--- src/rtl/conv_loop_ctrl_pkg.sv ---
// -----------------------------------------------------------------------------
// conv_loop_ctrl_pkg
// Shared definitions for the convolution loop scheduler:
//   - state_e      : scheduler FSM states
//   - GAP_CYC_DEF  : default number of drain cycles after each kx pass
//   - GAP_CNT_W    : width of the drain-gap counter (covers 1..15 cycles)
//   - NUM_LEVELS   : depth of the co/ky/kx/wo/ci loop nest
// -----------------------------------------------------------------------------
package conv_loop_ctrl_pkg;

    typedef enum logic [2:0] {
        ST_IDLE      = 3'd0,
        ST_WAIT_LOAD = 3'd1,
        ST_RUN       = 3'd2,
        ST_GAP       = 3'd3,
        ST_DONE      = 3'd4
    } state_e;

    localparam int GAP_CYC_DEF = 4;
    localparam int GAP_CNT_W   = 4;
    localparam int NUM_LEVELS  = 5;

endpackage : conv_loop_ctrl_pkg

--- src/rtl/conv_loop_ctrl_loop_cnt_nest.sv ---
// -----------------------------------------------------------------------------
// loop_cnt_nest
// Five cascaded wrap counters forming the loop nest, innermost first:
// ci, wo, kx, ky, co. Level i steps when every inner level sits at its
// terminal count while the nest is stepped; each level wraps to 0 after
// reaching limit-1. The counters always hold the indices of the NEXT step
// to be issued, so the carry outputs describe the step being issued now.
//
// Ports:
//   clk          clock
//   rst          synchronous active-high reset
//   clr          synchronous clear of all levels (job start)
//   en           issue one step of the nest this cycle
//   ci_lim..     iteration counts per level (non-zero while stepping)
//   ci_cnt       ci index of the step being issued
//   ky_cnt       ky index of the step being issued
//   pass_carry   issued step is the last of its kx pass (ci and wo terminal)
//   final_carry  issued step is the last step of the whole nest
// -----------------------------------------------------------------------------
module loop_cnt_nest
    import conv_loop_ctrl_pkg::*;
#(
    parameter int DEPTHWIDTH = 9,
    parameter int KWIDTH     = 4
) (
    input  logic                  clk,
    input  logic                  rst,
    input  logic                  clr,
    input  logic                  en,
    input  logic [DEPTHWIDTH-1:0] ci_lim,
    input  logic [DEPTHWIDTH-1:0] wo_lim,
    input  logic [KWIDTH-1:0]     kx_lim,
    input  logic [KWIDTH-1:0]     ky_lim,
    input  logic [DEPTHWIDTH-1:0] co_lim,
    output logic [DEPTHWIDTH-1:0] ci_cnt,
    output logic [KWIDTH-1:0]     ky_cnt,
    output logic                  pass_carry,
    output logic                  final_carry
);

    logic [DEPTHWIDTH-1:0] ci_r;
    logic [DEPTHWIDTH-1:0] wo_r;
    logic [KWIDTH-1:0]     kx_r;
    logic [KWIDTH-1:0]     ky_r;
    logic [DEPTHWIDTH-1:0] co_r;

    // bit 0 = ci level ... bit 4 = co level
    logic [NUM_LEVELS-1:0] tc_s;
    logic [NUM_LEVELS-1:0] carry_s;

    // Terminal-count detection and the ripple of carries up the nest.
    always_comb begin
        tc_s[0] = (ci_r == (ci_lim - DEPTHWIDTH'(1)));
        tc_s[1] = (wo_r == (wo_lim - DEPTHWIDTH'(1)));
        tc_s[2] = (kx_r == (kx_lim - KWIDTH'(1)));
        tc_s[3] = (ky_r == (ky_lim - KWIDTH'(1)));
        tc_s[4] = (co_r == (co_lim - DEPTHWIDTH'(1)));
        carry_s[0] = en & tc_s[0];
        for (int i = 1; i < NUM_LEVELS; i++) begin
            carry_s[i] = carry_s[i-1] & tc_s[i];
        end
    end

    // Wrap counters: each level advances on the carry from the level inside it.
    always_ff @(posedge clk) begin
        if (rst || clr) begin
            ci_r <= '0;
            wo_r <= '0;
            kx_r <= '0;
            ky_r <= '0;
            co_r <= '0;
        end else begin
            if (en) begin
                ci_r <= tc_s[0] ? '0 : ci_r + DEPTHWIDTH'(1);
            end
            if (carry_s[0]) begin
                wo_r <= tc_s[1] ? '0 : wo_r + DEPTHWIDTH'(1);
            end
            if (carry_s[1]) begin
                kx_r <= tc_s[2] ? '0 : kx_r + KWIDTH'(1);
            end
            if (carry_s[2]) begin
                ky_r <= tc_s[3] ? '0 : ky_r + KWIDTH'(1);
            end
            if (carry_s[3]) begin
                co_r <= tc_s[4] ? '0 : co_r + DEPTHWIDTH'(1);
            end
        end
    end

    assign ci_cnt      = ci_r;
    assign ky_cnt      = ky_r;
    assign pass_carry  = carry_s[1];
    assign final_carry = carry_s[NUM_LEVELS-1];

endmodule : loop_cnt_nest

--- src/rtl/conv_loop_ctrl.sv ---
// -----------------------------------------------------------------------------
// conv_loop_ctrl
// Loop scheduler for one convolution layer tile. After a start pulse it
// captures the tile configuration, waits for the weights to be resident,
// then walks the co / ky / kx / wo / ci nest issuing one buffer read per
// cycle. Each kx pass is followed by a one-cycle line-end pulse (first gap
// cycle) and GAP_CYC idle cycles that let the processing pipeline drain.
//
// Ports:
//   I_clk, I_rst            clock, synchronous active-high reset
//   I_start                 job start pulse (honoured only when idle)
//   I_load_done             weights resident (level)
//   I_kx_num, I_ky_num      kernel width / height in iterations
//   I_ciGroup, I_woGroup,
//   I_coGroup               ci / wo / co group counts
//   O_rd_dv                 read strobe, one per nest step
//   O_rd_fdepth             feature depth = wo*ciGroup + ci
//   O_rd_wdepth             weight depth  = pass_base + ci
//   O_ky                    ky index of the current pass
//   O_compute_en            high from first read until the job ends
//   O_line_end              pulse in the cycle after each pass's last read
//   O_busy                  scheduler not idle
//   O_done                  one-cycle job completion pulse
// All outputs are registered and reset to 0.
// -----------------------------------------------------------------------------
module conv_loop_ctrl
    import conv_loop_ctrl_pkg::*;
#(
    parameter int DEPTHWIDTH = 9,
    parameter int KWIDTH     = 4,
    parameter int GAP_CYC    = GAP_CYC_DEF
) (
    input  logic                  I_clk,
    input  logic                  I_rst,
    input  logic                  I_start,
    input  logic                  I_load_done,
    input  logic [KWIDTH-1:0]     I_kx_num,
    input  logic [KWIDTH-1:0]     I_ky_num,
    input  logic [DEPTHWIDTH-1:0] I_ciGroup,
    input  logic [DEPTHWIDTH-1:0] I_woGroup,
    input  logic [DEPTHWIDTH-1:0] I_coGroup,
    output logic                  O_rd_dv,
    output logic [DEPTHWIDTH-1:0] O_rd_fdepth,
    output logic [DEPTHWIDTH-1:0] O_rd_wdepth,
    output logic [KWIDTH-1:0]     O_ky,
    output logic                  O_compute_en,
    output logic                  O_line_end,
    output logic                  O_busy,
    output logic                  O_done
);

    state_e state_r;
    state_e next_state_s;

    // Configuration captured at the start cycle
    logic [KWIDTH-1:0]     kx_num_r;
    logic [KWIDTH-1:0]     ky_num_r;
    logic [DEPTHWIDTH-1:0] ci_group_r;
    logic [DEPTHWIDTH-1:0] wo_group_r;
    logic [DEPTHWIDTH-1:0] co_group_r;

    // Address generation state
    logic [DEPTHWIDTH-1:0] f_cnt_r;
    logic [DEPTHWIDTH-1:0] w_base_r;
    logic                  pass_last_r;
    logic                  job_last_r;
    logic [GAP_CNT_W-1:0]  gap_cnt_r;

    // Registered outputs
    logic                  rd_dv_r;
    logic [DEPTHWIDTH-1:0] rd_fdepth_r;
    logic [DEPTHWIDTH-1:0] rd_wdepth_r;
    logic [KWIDTH-1:0]     ky_r;
    logic                  compute_en_r;
    logic                  line_end_r;
    logic                  busy_r;
    logic                  done_r;

    logic                  capture_s;
    logic                  issue_s;
    logic                  empty_s;
    logic                  gap_last_s;
    logic [DEPTHWIDTH-1:0] ci_cnt_s;
    logic [KWIDTH-1:0]     ky_cnt_s;
    logic                  pass_carry_s;
    logic                  final_carry_s;

    // A zero in any captured count means there is nothing to issue.
    assign empty_s = (kx_num_r   == KWIDTH'(0))     ||
                     (ky_num_r   == KWIDTH'(0))     ||
                     (ci_group_r == DEPTHWIDTH'(0)) ||
                     (wo_group_r == DEPTHWIDTH'(0)) ||
                     (co_group_r == DEPTHWIDTH'(0));

    assign gap_last_s = (gap_cnt_r == GAP_CNT_W'(GAP_CYC - 1));

    loop_cnt_nest #(
        .DEPTHWIDTH (DEPTHWIDTH),
        .KWIDTH     (KWIDTH)
    ) u_nest (
        .clk         (I_clk),
        .rst         (I_rst),
        .clr         (capture_s),
        .en          (issue_s),
        .ci_lim      (ci_group_r),
        .wo_lim      (wo_group_r),
        .kx_lim      (kx_num_r),
        .ky_lim      (ky_num_r),
        .co_lim      (co_group_r),
        .ci_cnt      (ci_cnt_s),
        .ky_cnt      (ky_cnt_s),
        .pass_carry  (pass_carry_s),
        .final_carry (final_carry_s)
    );

    // Next-state logic. issue_s means "the next cycle shows a read", so the
    // registered read outputs line up with the RUN state.
    always_comb begin
        next_state_s = state_r;
        issue_s      = 1'b0;
        capture_s    = 1'b0;
        case (state_r)
            ST_IDLE: begin
                if (I_start) begin
                    next_state_s = ST_WAIT_LOAD;
                    capture_s    = 1'b1;
                end else begin
                    next_state_s = ST_IDLE;
                end
            end
            ST_WAIT_LOAD: begin
                if (I_load_done) begin
                    if (empty_s) begin
                        next_state_s = ST_DONE;
                    end else begin
                        next_state_s = ST_RUN;
                        issue_s      = 1'b1;
                    end
                end else begin
                    next_state_s = ST_WAIT_LOAD;
                end
            end
            ST_RUN: begin
                // pass_last_r marks the read shown this cycle as the pass's last
                if (pass_last_r) begin
                    next_state_s = ST_GAP;
                end else begin
                    next_state_s = ST_RUN;
                    issue_s      = 1'b1;
                end
            end
            ST_GAP: begin
                if (gap_last_s) begin
                    if (job_last_r) begin
                        next_state_s = ST_DONE;
                    end else begin
                        next_state_s = ST_RUN;
                        issue_s      = 1'b1;
                    end
                end else begin
                    next_state_s = ST_GAP;
                end
            end
            ST_DONE: begin
                next_state_s = ST_IDLE;
            end
            default: begin
                next_state_s = ST_IDLE;
            end
        endcase
    end

    // State register.
    always_ff @(posedge I_clk) begin
        if (I_rst) begin
            state_r <= ST_IDLE;
        end else begin
            state_r <= next_state_s;
        end
    end

    // Configuration capture; inputs are not looked at again during the job.
    always_ff @(posedge I_clk) begin
        if (I_rst) begin
            kx_num_r   <= '0;
            ky_num_r   <= '0;
            ci_group_r <= '0;
            wo_group_r <= '0;
            co_group_r <= '0;
        end else if (capture_s) begin
            kx_num_r   <= I_kx_num;
            ky_num_r   <= I_ky_num;
            ci_group_r <= I_ciGroup;
            wo_group_r <= I_woGroup;
            co_group_r <= I_coGroup;
        end
    end

    // Depth address generation: fdepth is a per-pass running count, wdepth is
    // the pass base plus ci; both wrap naturally at the register width.
    always_ff @(posedge I_clk) begin
        if (I_rst) begin
            f_cnt_r     <= '0;
            w_base_r    <= '0;
            pass_last_r <= 1'b0;
            job_last_r  <= 1'b0;
            rd_fdepth_r <= '0;
            rd_wdepth_r <= '0;
            ky_r        <= '0;
        end else if (capture_s) begin
            f_cnt_r     <= '0;
            w_base_r    <= '0;
            pass_last_r <= 1'b0;
            job_last_r  <= 1'b0;
        end else if (issue_s) begin
            rd_fdepth_r <= f_cnt_r;
            rd_wdepth_r <= w_base_r + ci_cnt_s;
            ky_r        <= ky_cnt_s;
            pass_last_r <= pass_carry_s;
            job_last_r  <= final_carry_s;
            if (pass_carry_s) begin
                f_cnt_r  <= '0;
                w_base_r <= w_base_r + ci_group_r;
            end else begin
                f_cnt_r  <= f_cnt_r + DEPTHWIDTH'(1);
            end
        end
    end

    // Drain-gap cycle counter, running only while in GAP.
    always_ff @(posedge I_clk) begin
        if (I_rst) begin
            gap_cnt_r <= '0;
        end else if (state_r == ST_GAP) begin
            gap_cnt_r <= gap_cnt_r + GAP_CNT_W'(1);
        end else begin
            gap_cnt_r <= '0;
        end
    end

    // Status/strobe outputs, registered from the next-state decision.
    always_ff @(posedge I_clk) begin
        if (I_rst) begin
            rd_dv_r      <= 1'b0;
            line_end_r   <= 1'b0;
            done_r       <= 1'b0;
            busy_r       <= 1'b0;
            compute_en_r <= 1'b0;
        end else begin
            rd_dv_r    <= issue_s;
            line_end_r <= (state_r == ST_RUN) && pass_last_r;
            done_r     <= (next_state_s == ST_DONE);
            busy_r     <= (next_state_s != ST_IDLE);
            if (next_state_s == ST_IDLE) begin
                compute_en_r <= 1'b0;
            end else if (issue_s) begin
                compute_en_r <= 1'b1;
            end
        end
    end

    assign O_rd_dv      = rd_dv_r;
    assign O_rd_fdepth  = rd_fdepth_r;
    assign O_rd_wdepth  = rd_wdepth_r;
    assign O_ky         = ky_r;
    assign O_compute_en = compute_en_r;
    assign O_line_end   = line_end_r;
    assign O_busy       = busy_r;
    assign O_done       = done_r;

endmodule : conv_loop_ctrl

--- config.mk ---
export PLATFORM = sky130hd
export DESIGN_NAME = conv_loop_ctrl
export DESIGN_NICKNAME = d
export VERILOG_FILES = /design/src/rtl/conv_loop_ctrl_pkg.sv /design/src/rtl/conv_loop_ctrl_loop_cnt_nest.sv /design/src/rtl/conv_loop_ctrl.sv
export SDC_FILE = /design/constraint.sdc
export NUM_CORES = 1
export LEC_CHECK = 0
export ABC_AREA = 1
export BUFFER_PORTS_ARGS = -buffer_cell sky130_fd_sc_hd__buf_2
export CAP_MARGIN = 20
export CORE_MARGIN = 1
export CORE_UTILIZATION = 44
export DETAILED_ROUTE_END_ITERATION = 10
export HOLD_SLACK_MARGIN = 0.1
export PLACE_DENSITY = 0.7
export SLEW_MARGIN = 20
export SYNTH_ARGS = -nofsm -noshare
export SYNTH_HDL_FRONTEND = slang
export SYNTH_SLANG_ARGS = --single-unit
--- constraint.sdc ---
create_clock -name I_clk -period 2.6 [get_ports I_clk]
set_clock_uncertainty 0.1 [all_clocks]
set_input_delay 0.52 -clock I_clk [delete_from_list [all_inputs] [get_ports I_clk]]
set_output_delay 0.52 -clock I_clk [all_outputs]
set_load 0.05 [all_outputs]
Word level (Yosys, flattened, before mapping):

Index checks and enable logic that the tools add are counted.

* register bits after elaboration: 124
* word-level logic and storage cells: 95

* equal/unequal tests: 10
* reductions and logical operators: 19
* bitwise logic cells: 7
* add/sub/neg operators: 14
* multiplexer cells: 21

Operator list (count)
* adder 9 x 1 -> 9 bit, second input constant: 4
* 2-to-1 mux 9 bit: 4
* equality test 9 bit: 3
* zero test 9 bit: 3
* subtractor 9 x 1 -> 9 bit, second input constant: 3
* adder 9 bit: 2
* adder 4 x 1 -> 4 bit, second input constant: 3
* 2-to-1 mux 3 bit: 4
* one-hot mux 3 bit (4 select lines): 1
* 2-to-1 mux 1 bit: 9
* equality test 4 bit: 2
* zero test 4 bit: 2
* 2-to-1 mux 4 bit: 2
* subtractor 4 x 1 -> 4 bit, second input constant: 2
* equality test 3 x 2 -> 1 bit, second input constant: 2
* zero test 3 bit: 2
* OR reduction 2 bit: 3
* bitwise AND 1 bit: 5
* logical OR 1 bit: 5
* equality test 4 x 2 -> 1 bit, second input constant: 1
* AND reduction 2 bit: 2
* equality test 3 x 1 -> 1 bit, second input constant: 1
* equality test 3 bit, second input constant: 1
* one-hot mux 1 bit (3 select lines): 1
* 3 further kinds: 4

Logic depth before layout (Yosys ltp):

Gate-level depths: netlist (run 1).

* depth in word-level cells: 13
* mapped depth: 16

Cells and area by module:

A second synthesis (run 1) with hierarchy kept.

* cell total of the unflattened synthesis: 1093
* area, all modules: 7429.6 µm²

By module, submodules not included
* conv_loop_ctrl: instances 1, area an instance 4185.3 µm², cells each 569, seq. area each 1781.7 µm²
* loop_cnt_nest: instances 1, area an instance 3244.4 µm², cells each 524, seq. area each 700.7 µm²

Worst setup path after synthesis (run 1):

OpenSTA, ideal clock, no wires.

* kind: register -> register
* from: register wo_group_r[0]
* to: register u_nest.co_r[1]
* period minus slack after synthesis: 2.090 ns
* arrival: 1.873 ns
* buffers on the path: 0
* path slack: 0.510 ns
* cell stages (with the launch flop): 11
* cells stage by stage: dfxtp_1 > inv_2 > ha_1 > xor2_1 > nand3_1 > nor2_1 > nand3_1 > nor3_4 > nand4_2 > nand2_1 > o21ai_1

* cells in the longest elaborated chain, start to end: 10
* elaborated cells on any way between the ends: 12
* those cells by class: 1 x add/sub; 1 x eq/ne; 3 x mux; 4 x bitwise; 3 x reduce/logical

RTL lines
* from (decl): line conv_loop_ctrl.sv:59 `logic [DEPTHWIDTH-1:0] wo_group_r;`
* from (signal assigned): line conv_loop_ctrl.sv:194 `wo_group_r <= I_woGroup;`
* branches (longest 7 deep; another with subtractor 9 x 1 -> 9 bit)
* bitwise AND 1 bit * (3 in a row): line conv_loop_ctrl_loop_cnt_nest.sv:60 `carry_s[i] = carry_s[i-1] & tc_s[i];`
* to (signal assigned): line conv_loop_ctrl_loop_cnt_nest.sv:86 `co_r <= tc_s[4] ? '0 : co_r + DEPTHWIDTH'(1);`
* to (decl): line conv_loop_ctrl_loop_cnt_nest.sv:45 `logic [DEPTHWIDTH-1:0] co_r;`

Every way passes the cells marked *.
A chain may end at the register's enable or synchronous reset.

Worst setup path after layout (run 1):

* from: register w_base_r[0]
* to: register w_base_r[8]

* cells in the longest elaborated chain, start to end: 1

RTL lines
* from (decl): line conv_loop_ctrl.sv:64 `logic [DEPTHWIDTH-1:0] w_base_r;`
* from (signal assigned): line conv_loop_ctrl.sv:223 `w_base_r <= w_base_r + ci_group_r;`
* adder 9 bit: line conv_loop_ctrl.sv:223

Every way passes these cells.

==> out/qor.txt, run 1 <==
STATUS
---------------------------------------------------------------------------------
Run status                                                           complete, no violations

STA
---------------------------------------------------------------------------------
Final Hold Vio Count                                                            0
Tcrit/Tclk final                                                           91.82%
Setup violators final                                                           0
Transition at the pin with the smallest max-transition slack            0.7341 ns
Max-Slew Margin vs Limit                                                   51.01%
Upper clock frequency limit                                            0.4189 GHz
Period minus WS final                                                    2.387 ns
Minimum hold slack                                                      0.2694 ns
Total negative slack for setup checks                                        0 ns
Final Max Tran Viols                                                            0
RSZ-0062 raised after global routing                                        false

PWR
---------------------------------------------------------------------------------
P per Cell Area                                                      650.4 nW/µm²
Static Leakage                                                        0.003632 µW
Peak ir drop on the vdd network                                       0.0005139 V

WORST SETUP PATH
---------------------------------------------------------------------------------
Setup Crit Path Kind                                                      reg2reg
Stages on the worst setup path                                                  9
Critical register-to-register path endpoint                           w_base_r[8]
Worst setup SP type                                                          flop
R2r worst-path depth                                                            9
Crit Path Max Fanout                                                            3
Termination of the worst setup path                                   w_base_r[8]
Critical path arrival                                                     2.62 ns
Cell family with most CP delay                                       compound AO/OA/AOI/OAI gates
Reg-to-Reg Start                                                      w_base_r[0]
Critical path endpoint category                                              flop
Setup slack of the most critical reg-to-reg path                          0.21 ns
Crit path from                                                        w_base_r[0]
Crit-path max cell delay                                                  0.45 ns
Data required time at the worst endpoint                                  2.84 ns
Worst Path Buf+Inv                                                              1
Critical Path Slowest Stage Cell                                     sky130_fd_sc_hd__o21ai_0
Cell-by-cell trace of the critical path                              ha_1, inv_1, fa_1, o21ai_0, nand4_1, o211ai_1, xor2_1, nand2_1, a21oi_1

SYNTHESIS
---------------------------------------------------------------------------------
Post-synthesis instance area                                             6929 µm²
Syn Nets                                                                     1051
Syn. warnings                                                                   0
Top cells by instance count after synthesis                          sky130_fd_sc_hd__nand2_1, sky130_fd_sc_hd__dfxtp_1, sky130_fd_sc_hd__nor2_1
Post-synth EDFFs                                                                0
Synth area leaders                                                   sky130_fd_sc_hd__dfxtp_1, sky130_fd_sc_hd__nand2_1, sky130_fd_sc_hd__a21oi_1, sky130_fd_sc_hd__nor2_1, sky130_fd_sc_hd__inv_1
Top cell type's share of synthesized area                                  35.83%
Fraction of synthesis flops using an asynchronous set or reset pin             0%
Sequential share of the synthesized area                                   35.83%
Number of storage elements in the synthesis netlist                           124
Count of unique library cells instantiated by Yosys                            43
Most frequently used flop master after synthesis                     sky130_fd_sc_hd__dfxtp_1
Most used standard cell by instance count after synthesis            sky130_fd_sc_hd__nand2_1
Cell taking the most area after synthesis                            sky130_fd_sc_hd__dfxtp_1
Synthesized netlist cell count                                                981
Mapped Avg Cell Area                                                    7.063 µm²

ROUTE
---------------------------------------------------------------------------------
Number of design rule violations left after detail routing                      0
Final ANT Viol Nets                                                             0
Vias after detailed routing                                                  6405
Number of detailed-routing iterations run before antenna repair                 5
WL/cell                                                                  13.10 µm
Violation count after the first detailed-routing iteration                    402
Post-Route WL                                                            16800 µm
Via density per instance                                                    4.996

PLACED DESIGN
---------------------------------------------------------------------------------
Half-perimeter wire length after placement                               12090 µm
Port-buffer cells                                                              65
Post-placement cell area                                                 7536 µm²
Routability congestion estimate from global placement                      0.8582

CTS
---------------------------------------------------------------------------------
CTS max path bufs                                                               2
Number of buffers created by CTS                                               17
Clock-pin slew on the worst setup and hold paths                          0.06 ns
Clock tree from TritonCTS                                                   built
Sink Count                                                                    124
CTS Root Buffer Type                                                 sky130_fd_sc_hd__clkbuf_16
Clock insertion delay at the later pin of the skew report                 0.42 ns
# hold bufs at CTS                                                              0
Number of levels the H-tree was split into                                      4

CELLS AND AREA
---------------------------------------------------------------------------------
Antenna Diode Count                                                             0
Area added between synthesis and finish                                    18.02%
Fraction of final layout cells with drive strength greater than 1          14.66%
Cell area after layout                                                   8178 µm²
Final layout net count                                                       1128

FLOORPLANNING
---------------------------------------------------------------------------------
Die Span Y                                                               127.5 µm
Die Span X                                                               127.5 µm
Core footprint                                                          15260 µm²
Number of rows in the core area                                                45
Initial core utilization                                                   45.41%
Ports                                                                          66
Die Outline Area                                                        16250 µm²

GLOBAL ROUTE
---------------------------------------------------------------------------------
Global-route wire length before repair                                   28010 µm
Antenna violations before repair                                                0
Total Routing Usage GR                                                     21.56%
Total overflow reported by the global router                                    0
Number of global-route vias before repair                                    5835
Largest net degree at the start of global routing                              64

FLOW RUN
---------------------------------------------------------------------------------
Number of max-capacitance violations reported                                   0

MIN PATH
---------------------------------------------------------------------------------
Worst min-delay path class                                                 in2reg
Min-Delay Path Depth                                                            3

==> cells by family (layout without fill, tap and decap cells) <==
logic type | Yosys count | in the layout | synth area share, %
simple gates | 426 | 426 | 27.92
compound gates | 199 | 199 | 14.92
buf+inv | 141 | 231 | 7.746
flops | 124 | 124 | 35.83
xor+xnor | 60 | 60 | 7.783
fa+ha+maj | 31 | 31 | 5.814
==> layout by cell type, fill, tap and decap left out, drive strengths merged, types with 2 or more instances in the layout <==
cell,instances
nor3b,4
inv,117
a211oi,3
ha,29
nand2,200
nand3,56
or2,2
nand4,12
fa,2
a21oi,100
o21bai,2
nor3,17
clkinv,6
xnor2,25
o21ai,87
dfxtp,124
buf,82
nor2,132
clkinvlp,3
xor2,34
clkbuf,22
o211ai,4
nand3b,2
==> area by class of cell <==
| type | count | area [µm²] |
|---|---|---|
| fill | 1466 | 7081 |
| multi-input combinational | 716 | 3936 |
| sequential | 124 | 2484 |
| timing repair buffer | 82 | 490.5 |
| clock buffer | 22 | 474.2 |
| inverter | 117 | 439.2 |
| tap | 211 | 264.0 |
| clock inverter | 10 | 90.09 |
==> power breakdown <==
part,switching (µW),internal [µW]
logic,654,333
clock network,862,1390
registers,84.3,2000
total,1600,3720
==> worst reg2reg max path: cells and delay by family, from the launching register on <==
family,cells,cell delay (ns)
AO/OA/AOI/OAI,3,0.72
adder cells (fa/ha/maj),2,0.60
flip-flops,1,0.39
AND/OR/NAND/NOR,2,0.22
XOR/XNOR,1,0.22
buffers and inverters,1,0.06
==> state kept, by name (all words and copies together) (netlist names), 3 cells and up <==
signal	flops
u_nest.wo_r	9
w_base_r	9
state_r	3
f_cnt_r	9
O_ky	4
O_rd_wdepth	9
kx_num_r	4
gap_cnt_r	4
ky_num_r	4
u_nest.kx_r	4
O_rd_fdepth	9
u_nest.ky_cnt	4
ci_group_r	9
wo_group_r	9
co_group_r	9
u_nest.co_r	9
u_nest.ci_cnt	9
==> through the flow <==
stage	util, %	power (µW)	instances	worst slack (ns)
floorplan	-	2853	981	0.5097
global placement	49.39	3083	1246	0.2059
detailed placement	49.39	3096	1246	0.1957
CTS	53.09	5355	1278	0.1740
global route	53.60	5579	1282	0.01881
finish	53.60	5319	1282	0.2128
==> worst min-delay path by stage <==
stage	start	to	slack, ns
floorplan	gap_cnt_r[0]	gap_cnt_r[0]	0.32
global placement	gap_cnt_r[0]	gap_cnt_r[0]	0.34
detailed placement	gap_cnt_r[0]	gap_cnt_r[0]	0.35
CTS	I_woGroup[5]	wo_group_r[5]	0.25
global route	I_ky_num[1]	ky_num_r[1]	0.27
finish	I_ky_num[3]	ky_num_r[3]	0.27
==> repair_timing <==
action,in CTS,in global routing
setup endpoints to repair,0,37
gates resized for setup,0,5
buffers inserted,0,4
==> layer usage <==
metal / wire length, µm / vias to the layer above / share of wire, % / track usage (%)
met2: 7171 / 133 / 43 / 32.40
met3: 699 / 22 / 4.2 / 5.067
met5: 0 / - / 0 / 0
met4: 207 / 0 / 1.2 / 6.373
li1: - / 3337 / - / -
met1: 8717 / 2913 / 52 / 30.51
No activity file was read; power rests on OpenSTA's default activity.
==> run 2: changes to the inputs <==
--- a/config.mk
+++ b/config.mk
@@ -9,11 +9,13 @@
 export BUFFER_PORTS_ARGS = -buffer_cell sky130_fd_sc_hd__buf_2
 export CAP_MARGIN = 20
 export CORE_MARGIN = 1
-export CORE_UTILIZATION = 44
+export CORE_UTILIZATION = 60
 export DETAILED_ROUTE_END_ITERATION = 10
+export GPL_TIMING_DRIVEN = 0
 export HOLD_SLACK_MARGIN = 0.1
-export PLACE_DENSITY = 0.7
+export PLACE_DENSITY = 0.88
 export SLEW_MARGIN = 20
 export SYNTH_ARGS = -nofsm -noshare
 export SYNTH_HDL_FRONTEND = slang
+export SYNTH_HIERARCHICAL = 1
 export SYNTH_SLANG_ARGS = --single-unit
==> run 2 against run 1 <==
Compared with the run above: sequential share of layout area decreased by 1.6 points; clock power increased by 23%; largest cell class unchanged; area after synthesis increased by 7.2%; core utilization increased by 20 points; critical path type unchanged; synthesized cell count increased by 11%.
==> out/qor.txt, run 2 <==
CELLS AND AREA
-------------------------------------------------------------------------------------
Area added between synthesis and finish                                        19.52%
Fill cell total of the finished layout                                            864
Non-Filler Instances                                                             1371
Final layout net count                                                           1259
Fraction of final layout cells with drive strength greater than 1              19.12%
Most frequent standard cell in the layout excluding fill and tap cells   sky130_fd_sc_hd__nand2_1
Leading cell types in the layout, fill and taps excluded                 sky130_fd_sc_hd__nand2_1, sky130_fd_sc_hd__nor2_1, sky130_fd_sc_hd__inv_1
Antenna Diode Count                                                                 0

GLOBAL ROUTE
-------------------------------------------------------------------------------------
Antenna violations before repair                                                    0
Global Route met2 Usage                                                        57.01%
Total Routing Usage GR                                                         33.12%
Largest net degree at the start of global routing                                  17
Number of global-route vias before repair                                        7192
Met1 demand-to-capacity share in global routing                                37.77%
GRT busiest layer                                                                met2
Met3 usage                                                                     7.392%
Total overflow reported by the global router                                        0
Global-route wire length before repair                                       33350 µm

FLOORPLANNING
-------------------------------------------------------------------------------------
Initial core utilization                                                       61.60%
Core footprint                                                              12060 µm²
Die Span Y                                                                   113.3 µm
Number of rows in the core area                                                    40
Die Span X                                                                   113.3 µm
Ports                                                                              66
Die Outline Area                                                            12830 µm²

PLACED DESIGN
-------------------------------------------------------------------------------------
Cell count after placement                                                       1326
Post-placement worst setup slack                                           -0.6165 ns
Half-perimeter wire length after placement                                   13440 µm
Port-buffer cells                                                                  65
Routability congestion estimate from global placement                          0.9207

CTS
-------------------------------------------------------------------------------------
Number of levels the H-tree was split into                                          4
Sink Count                                                                        124
Clock insertion delay at the later pin of the skew report                     0.43 ns
Number of buffers created by CTS                                                   17
# hold bufs at CTS                                                                  0
Clock tree from TritonCTS                                                       built
CTS Root Buffer Type                                                     sky130_fd_sc_hd__clkbuf_16
Clock-pin slew on the worst setup and hold paths                              0.06 ns
CTS max path bufs                                                                   2

WORST SETUP PATH
-------------------------------------------------------------------------------------
Critical path arrival                                                         2.85 ns
Worst setup SP type                                                              flop
Data required time at the worst endpoint                                      2.86 ns
Setup slack of the most critical reg-to-reg path                              0.01 ns
R2r worst-path depth                                                                9
Critical register-to-register path endpoint                              u_nest/wo_r[3]
Crit Path Max Fanout                                                               10
Reg-to-Reg Start                                                           state_r[1]
Setup Crit Path Kind                                                          reg2reg
Critical path endpoint category                                                  flop

SYNTHESIS
-------------------------------------------------------------------------------------
Syn. warnings                                                                       6
Sequential share of the synthesized area                                       33.41%
Cell taking the most area after synthesis                                sky130_fd_sc_hd__dfxtp_1
Most used standard cell by instance count after synthesis                sky130_fd_sc_hd__nand2_1
Mapped Avg Cell Area                                                        6.797 µm²
Number of storage elements in the synthesis netlist                               124
Top cells by instance count after synthesis                              sky130_fd_sc_hd__nand2_1, sky130_fd_sc_hd__nor2_1, sky130_fd_sc_hd__dfxtp_1
Syn Nets                                                                         1162
Synth area leaders                                                       sky130_fd_sc_hd__dfxtp_1, sky130_fd_sc_hd__nand2_1, sky130_fd_sc_hd__nor2_1, sky130_fd_sc_hd__inv_1, sky130_fd_sc_hd__nand3_1
Synthesized netlist cell count                                                   1093
Fraction of synthesis flops using an asynchronous set or reset pin                 0%
Post-synth EDFFs                                                                    0
Top cell type's share of synthesized area                                      33.41%
Most frequently used flop master after synthesis                         sky130_fd_sc_hd__dfxtp_1
Post-synthesis instance area                                                 7430 µm²
Count of unique library cells instantiated by Yosys                                46

PWR
-------------------------------------------------------------------------------------
Static Leakage                                                            0.004226 µW
Overall power consumption                                                     6062 µW
Peak ir drop on the vdd network                                           0.0004966 V
P per Cell Area                                                          682.6 nW/µm²

STA
-------------------------------------------------------------------------------------
Upper clock frequency limit                                                0.3868 GHz
Total negative slack for setup checks                                            0 ns
Max-Slew Margin vs Limit                                                       59.85%
Crit path setup slack, layout                                              0.01460 ns
Period minus WS final                                                        2.585 ns
Transition at the pin with the smallest max-transition slack                0.6023 ns
Final Max Tran Viols                                                                0
Final Hold Vio Count                                                                0
Setup violators final                                                               0
Tcrit/Tclk final                                                               99.44%

ROUTE
-------------------------------------------------------------------------------------
Final ANT Viol Nets                                                                 0
WL/cell                                                                      15.56 µm
Violation count after the first detailed-routing iteration                       1008
Vias after detailed routing                                                      7709
Via density per instance                                                        5.623
Number of detailed-routing iterations run before antenna repair                     9
Number of design rule violations left after detail routing                          0
Post-Route WL                                                                21330 µm

MIN PATH
-------------------------------------------------------------------------------------
Endpoint of the worst hold path                                          wo_group_r[4]
Start point of the worst hold path                                       I_woGroup[4]
Worst min-delay path class                                                     in2reg
Min-Delay Path Depth                                                                3

STATUS
-------------------------------------------------------------------------------------
Run status                                                               complete, no violations

FLOW RUN
-------------------------------------------------------------------------------------
Number of max-capacitance violations reported                                       0

-- run 2: what timing repair did --
action	4_1_cts	5_1_grt
gates resized for setup	31	37
pin swaps	5	7
setup buffers	8	7
setup endpoints to repair	48	45
-- run 2: cells by family (layout without fill, tap and decap cells) --
family                   count (synthesis)  count (layout)  synth area share, %
adder cells (fa/ha/maj)                 30              30                5.254
buffers and inverters                  152             262                8.319
AO/OA/AOI/OAI                          136             136                9.532
XOR/XNOR                                60              60                7.174
flip-flops                             124             124                33.41
AND/OR/NAND/NOR                        591             591                36.31
-- run 2: through the flow --
step	hold WS [ns]	util [%]	cell area [µm²]
floorplan	0.3175	-	7431
global placement	0.3335	66.05	7966
detailed placement	0.3560	66.05	7966
CTS	0.2449	72.60	8757
global route	0.2614	73.62	8880
finish	0.2469	73.62	8880
-- run 2: worst max path at each step --
stage	cells after the start	startpoint	endpoint	slack (ns)
floorplan	15	gap_cnt_r[0]	w_base_r[2]	0.04
CTS	9	state_r[0]	u_nest/wo_r[3]	0.03
detailed placement	16	ci_group_r[3]	w_base_r[2]	-0.62
finish	9	state_r[1]	u_nest/wo_r[3]	0.01
global route	9	state_r[1]	u_nest/wo_r[3]	-0.08
global placement	16	ci_group_r[3]	w_base_r[7]	-0.57
-- run 2: where the power goes --
group	leakage [µW]	internal, µW	total (µW)	switching (µW)
Sequential	0.00102	2010	2130	119
Combinational	0.00289	396	1180	781
Clock	0.000315	1810	2760	949
Total	0.00423	4210	6060	1850
-- run 2: layout make-up --
class | count | area, µm² | share of cell area [%]
timing repair buffer | 80 | 437.9 | 4.932
sequential | 124 | 2556 | 28.79
clock inverter | 13 | 237.7 | 2.677
tap | 168 | 210.2 | 2.367
clock buffer | 19 | 432.9 | 4.875
inverter | 124 | 467.9 | 5.270
multi-input combinational | 817 | 4387 | 49.40
buffer | 26 | 150.1 | 1.691
-- run 2: critical path, cell delays in order (launching register included) --
cell and delay [ns]:
sky130_fd_sc_hd__dfxtp_1 0.48, sky130_fd_sc_hd__nor2_1 0.11, sky130_fd_sc_hd__nand3_1 0.26, sky130_fd_sc_hd__inv_1 0.24, sky130_fd_sc_hd__buf_2 0.25, sky130_fd_sc_hd__nor2_2 0.33, sky130_fd_sc_hd__inv_1 0.21, sky130_fd_sc_hd__nor2_2 0.28
sky130_fd_sc_hd__o21ai_0 0.13, sky130_fd_sc_hd__a21oi_1 0.12
-- run 2: layer usage --
| metal | part of all wire, % | up-vias |
|---|---|---|
| li1 | - | 3683 |
| met1 | 39 | 3517 |
| met2 | 49 | 400 |
| met3 | 6.9 | 109 |
| met4 | 4.9 | 0 |
| met5 | 0 | - |
